`src/rtl/lsu_pkg.sv`:
```
// Shared encodings and constants for the load/store unit and its lane aligner.
package lsu_pkg;

  localparam logic [1:0] SZ_B = 2'b00;
  localparam logic [1:0] SZ_H = 2'b01;
  localparam logic [1:0] SZ_W = 2'b10;
  localparam logic [1:0] SZ_D = 2'b11;

  localparam int unsigned MEM_DEPTH = 64;
  localparam int unsigned ADDR_HI   = 9;
  localparam int unsigned IDX_W     = $clog2(MEM_DEPTH);

  typedef enum logic [2:0] {IDLE, RD_ISSUE, RD_WAIT, WR_ISSUE, RESP} lsu_state_e;

  // Natural alignment: an access of 2^size bytes must start on a 2^size boundary.
  function automatic logic misaligned(input logic [1:0] size, input logic [2:0] off);
    logic m;
    case (size)
      SZ_H:    m = off[0];
      SZ_W:    m = |off[1:0];
      SZ_D:    m = |off;
      default: m = 1'b0;
    endcase
    return m;
  endfunction

endpackage

```
`src/rtl/lsu_lane_align.sv`:
```
// Little-endian lane steering: load extract/extend and sub-doubleword store merge.
module lsu_lane_align
  import lsu_pkg::*;
(
  input  logic [1:0]  size,
  input  logic [2:0]  offset,
  input  logic        is_signed,
  input  logic [63:0] dword,
  input  logic [63:0] wdata,
  output logic [63:0] load_data,
  output logic [63:0] store_data
);

  logic [5:0]  shamt;
  logic [63:0] shifted;
  logic [63:0] mask;
  logic [63:0] lane_mask;

  assign shamt = {offset, 3'b000};

  always_comb begin
    shifted = dword >> shamt;
    case (size)
      SZ_B: begin
        mask      = 64'h0000_0000_0000_00ff;
        load_data = {{56{is_signed & shifted[7]}}, shifted[7:0]};
      end
      SZ_H: begin
        mask      = 64'h0000_0000_0000_ffff;
        load_data = {{48{is_signed & shifted[15]}}, shifted[15:0]};
      end
      SZ_W: begin
        mask      = 64'h0000_0000_ffff_ffff;
        load_data = {{32{is_signed & shifted[31]}}, shifted[31:0]};
      end
      default: begin
        mask      = '1;
        load_data = shifted;
      end
    endcase
    lane_mask  = mask << shamt;
    store_data = (dword & ~lane_mask) | ((wdata & mask) << shamt);
  end

endmodule

```
`src/rtl/load_store_unit.sv`:
```
// Data-memory initiator: byte-addressed load/store requests onto a doubleword-indexed
// synchronous memory, with read-modify-write for narrow stores.
module load_store_unit
  import lsu_pkg::*;
(
  input  logic        Clk,
  input  logic        Rst,
  input  logic        req_valid,
  output logic        req_ready,
  input  logic        req_write,
  input  logic [1:0]  req_size,
  input  logic        req_signed,
  input  logic [63:0] req_addr,
  input  logic [63:0] req_wdata,
  output logic        resp_valid,
  output logic [63:0] resp_rdata,
  output logic        resp_err,
  output logic        mem_En,
  output logic [63:0] mem_address,
  output logic [63:0] mem_write_data,
  output logic        mem_memRead,
  output logic        mem_memWrite,
  input  logic [63:0] mem_read_data
);

  lsu_state_e  state_q;
  logic [1:0]  size_q;
  logic        signed_q;
  logic        write_q;
  logic [2:0]  offset_q;
  logic [63:0] wdata_q;
  logic        en_q;
  logic        rd_q;
  logic        wr_q;
  logic        req_err;
  logic [63:0] load_data;
  logic [63:0] store_data;

  assign req_err = (|req_addr[63:ADDR_HI]) || misaligned(req_size, req_addr[2:0]);

  // Strobes are masked by Rst so a reset in the issue cycle itself still blocks the write.
  assign mem_En       = en_q & ~Rst;
  assign mem_memRead  = rd_q & ~Rst;
  assign mem_memWrite = wr_q & ~Rst;

  lsu_lane_align u_lane_align (
    .size      (size_q),
    .offset    (offset_q),
    .is_signed (signed_q),
    .dword     (mem_read_data),
    .wdata     (wdata_q),
    .load_data (load_data),
    .store_data(store_data)
  );

  always_ff @(posedge Clk) begin
    if (Rst) begin
      state_q        <= IDLE;
      size_q         <= SZ_B;
      signed_q       <= 1'b0;
      write_q        <= 1'b0;
      offset_q       <= '0;
      wdata_q        <= '0;
      en_q           <= 1'b0;
      rd_q           <= 1'b0;
      wr_q           <= 1'b0;
      req_ready      <= 1'b1;
      resp_valid     <= 1'b0;
      resp_rdata     <= '0;
      resp_err       <= 1'b0;
      mem_address    <= '0;
      mem_write_data <= '0;
    end else begin
      case (state_q)
        IDLE: begin
          if (req_valid) begin
            size_q     <= req_size;
            signed_q   <= req_signed;
            write_q    <= req_write;
            offset_q   <= req_addr[2:0];
            wdata_q    <= req_wdata;
            req_ready  <= 1'b0;
            resp_rdata <= '0;
            if (req_err) begin
              resp_valid <= 1'b1;
              resp_err   <= 1'b1;
              state_q    <= RESP;
            end else begin
              mem_address <= {{(64 - IDX_W){1'b0}}, req_addr[ADDR_HI-1:3]};
              en_q        <= 1'b1;
              if (req_write && req_size == SZ_D) begin
                wr_q           <= 1'b1;
                mem_write_data <= req_wdata;
                state_q        <= WR_ISSUE;
              end else begin
                rd_q    <= 1'b1;
                state_q <= RD_ISSUE;
              end
            end
          end
        end
        RD_ISSUE: begin
          en_q    <= 1'b0;
          rd_q    <= 1'b0;
          state_q <= RD_WAIT;
        end
        RD_WAIT: begin
          if (write_q) begin
            mem_write_data <= store_data;
            en_q           <= 1'b1;
            wr_q           <= 1'b1;
            state_q        <= WR_ISSUE;
          end else begin
            resp_rdata <= load_data;
            resp_valid <= 1'b1;
            state_q    <= RESP;
          end
        end
        WR_ISSUE: begin
          en_q       <= 1'b0;
          wr_q       <= 1'b0;
          resp_valid <= 1'b1;
          state_q    <= RESP;
        end
        RESP: begin
          resp_valid <= 1'b0;
          resp_err   <= 1'b0;
          resp_rdata <= '0;
          req_ready  <= 1'b1;
          state_q    <= IDLE;
        end
        default: state_q <= IDLE;
      endcase
    end
  end

endmodule

```
`config.mk`:
```
export PLATFORM = sky130hd
export DESIGN_NAME = load_store_unit
export DESIGN_NICKNAME = d
export VERILOG_FILES = /design/src/rtl/lsu_pkg.sv /design/src/rtl/lsu_lane_align.sv /design/src/rtl/load_store_unit.sv
export SDC_FILE = /design/constraint.sdc
export NUM_CORES = 1
export LEC_CHECK = 0
export ABC_AREA = 1
export BUFFER_PORTS_ARGS = -buffer_cell sky130_fd_sc_hd__buf_2
export CAP_MARGIN = 10
export CORE_MARGIN = 3
export CORE_UTILIZATION = 40
export CTS_CLUSTER_DIAMETER = 200
export DETAILED_ROUTE_END_ITERATION = 7
export GPL_ROUTABILITY_DRIVEN = 0
export GPL_TIMING_DRIVEN = 0
export PLACE_DENSITY = 0.61
export SLEW_MARGIN = 5
export SYNTH_ARGS = -nofsm -noshare
export SYNTH_HDL_FRONTEND = slang
export SYNTH_SLANG_ARGS = --single-unit
```
`constraint.sdc`:
```
create_clock -name Clk -period 3.3 [get_ports Clk]
set_input_delay 0.33 -clock Clk [delete_from_list [all_inputs] [get_ports Clk]]
set_output_delay 0.33 -clock Clk [all_outputs]
set_load 0.01 [all_outputs]
```
==> impl_metrics.tcl <==
set metrics [dict create \
    grt_pass1_vias 16300 \
    run_status "complete, but fails checks" \
    die_h_um 194 \
    grt_max_degree 15 \
    finalCoreUtilization 0.503 \
    worstSetupStartpointType "flip-flop" \
    relSlewSlack 0.357 \
    syn_area_per_cell_sq_um 6.32 \
    ir_drop_v 0.000351 \
    tightest_slew_ns 0.964 \
    synth_cell_types 46 \
    clock_path_buffers 3 \
    max_stage_delay_ns 0.61 \
    htree_levels 1 \
    num_rows 68 \
    synth-edff-count 0 \
    grt_pass1_wl_um 101000 \
    wl_um 70100 \
    r2r-start "offset_q[2]" \
    violations "design-rule violations" \
    cp.required_ns 3.77 \
    hold_slack_ns 0.0248 \
    ys.flop_type "dfxtp_1" \
    p_leak_nw 8.27 \
    cp_top_family "buffers and inverters" \
    clock_latency_ns 0.55 \
    tns_ns 0 \
    synth_top_area_share 0.301 \
    synth_most_common_cell "nand2_1" \
    synth_top_cells_by_area "dfxtp_1 (30%), nand2_1 (14%), nor2_1 (7.7%), a21oi_1 (5.9%), o21ai_0 (5.7%)" \
    power_density_nw_per_um2 428 \
    worst-path-buf-inv 3 \
    area_growth_pct 23.3 \
    io_pins 397 \
    grtUsageTotal 0.349 \
    routed_via_density 5.63 \
    port_buffers 337 \
    dp.cells 3098 \
    hpwl_um 57300 \
    yosys-top-cells-count "nand2_1 (546), nor2_1 (293), dfxtp_1 (214), a21oi_1 (168), o21ai_0 (162)" \
    yosys_warnings 0 \
    clock-sinks 214 \
    period_needed_ns 2.67 \
    synth.largest_area_cell "dfxtp_1" \
    path_cells "buf_4 > buf_2 > clkbuf_1 > nand3_1 > nand3_1 > nand2_1 > nand2_1 > o21bai_1 > nor2_1" \
    routedWlPerCell_um 22.3 \
    cts-resized-gates 0 \
    hp-class "in -> reg" \
    antenna_left 0 \
    first_iter_violations 2788 \
    hold_path_startpoint "req_write" \
    drc 138 \
    hold_violations 0 \
    num_vias 17700 \
    cts_setup_buffers 0 \
    syn_inst 2249 \
    core_region_area_sq_um 34800 \
    rsz0062_at_grt "no" \
    cts_hold_buf 0 \
    cts_made_buffers 25 \
    ys_seq_area_frac 0.301 \
    syn_area_sq_um 14200 \
    path_class "reg -> reg" \
    fin_skew_ns 0.0185 \
    ys_ff_latch 214 \
    critPathMaxFanout 10 \
    clk_pin_slew_ns 0.06 \
    layout.nets 2869 \
    drive_gt1_frac 0.260 \
    initial_core_util 0.408 \
    timing.final.crit_share 0.808 \
    slew_viol_final 0 \
    finalSetupViolCount 0 \
    synthArstFlopShare 0 \
    antenna_found_initial 6 \
    grt.overflow.total 0 \
    cts_tree "yes" \
    arrival_ns 3.14 \
    dieArea_sq_um 37800 \
    final_cells 3152 \
    max_freq_mhz 375 \
    end_kind "flip-flop" \
    root_buffer "clkbuf_16" \
    drt-pass1-iter-count 8 \
    max-cap-violations 0 \
    die_w_um 194 \
    crit_slowest_cell "clkbuf_1" \
    crit_start "offset_q[2]" \
]
==> flip-flops by register name, indices dropped and copies added (netlist names), 2 cells and up <==
signal,flops
wdata_q,64
state_q,3
offset_q,3
resp_rdata,64
mem_write_data,64
size_q,2
mem_address,6
==> worst paths after layout <==
path                              to  slack [ns]  cells past startpoint
setup / recovery  mem_write_data[62]        0.63                      9
hold / removal               write_q        0.02                      3
setup reg to reg  mem_write_data[62]        0.63                      9
hold reg to reg           resp_valid        0.46                      2
==> power breakdown <==
group / switching [mW] / internal, mW
clock: 1.19 / 1.60
combinational: 1.35 / 0.568
sequential: 0.0977 / 2.70
==> stage by stage <==
stage | power [mW] | cell area (sq um) | setup WS, ns
after floorplan | 3.90 | 14400 | 1.68
after global placement | 4.62 | 16700 | 0.705
after detailed placement | 4.63 | 16700 | 0.693
after CTS | 7.39 | 17500 | 0.916
after global routing | 7.73 | 17500 | 0.685
final | 7.50 | 17500 | 0.634
==> layout make-up <==
type / instances / area, sq um
Sequential cell: 214 / 4280
Timing Repair Buffer: 337 / 1690
Inverter: 170 / 638
Clock buffer: 32 / 672
Clock inverter: 13 / 141
Multi-Input combinational cell: 1698 / 8200
Tap cell: 455 / 569
Buffer: 224 / 1300
Antenna cell: 9 / 22.5
Fill cell: 3744 / 17300
==> cell usage in the layout (no fill, tap or decap), drive strengths merged, types with 5 or more instances in the layout <==
cell type and instances:
nand2 550, buf 502, nor2 301, o21ai 251, dfxtp 214, a21oi 207
inv 171, nand3 133, clkbuf 91, conb 58, o211ai 41, or2 35
o21bai 29, o22ai 17, nand4 15, a2bb2oi 13, diode 9, o21a 9
nor3 9, a22oi 8, clkinvlp 6, o2111ai 5
==> kinds of logic (layout without fill, tap and decap cells) <==
kind of cell           Yosys count  in the layout  synth area share
AND/OR/NAND/NOR               1050           1050             0.306
AO/OA/AOI/OAI                  590            590             0.256
other                            1             67          0.000264
buffers and inverters          394            776             0.136
flip-flops                     214            214             0.301
==> per-layer routing <==
metal | vias up | GRT usage | wire, um | share of wire
met2 | 1385 | 0.509 | 27700 | 0.39
met1 | 7916 | 0.445 | 27000 | 0.38
met5 | - | 0.00894 | 70 | 0.0010
met4 | 6 | 0.166 | 4830 | 0.069
met3 | 347 | 0.146 | 10600 | 0.15
li1 | 8095 | - | - | -
==> worst reg2reg max path: stages, from the launching register on <==
cell,delay (ns)
dfxtp_1,0.37
buf_4,0.25
buf_2,0.32
clkbuf_1,0.61
nand3_1,0.35
nand3_1,0.34
nand2_1,0.12
nand2_1,0.08
o21bai_1,0.07
nor2_1,0.10
Power figures use the tool's default switching activity.
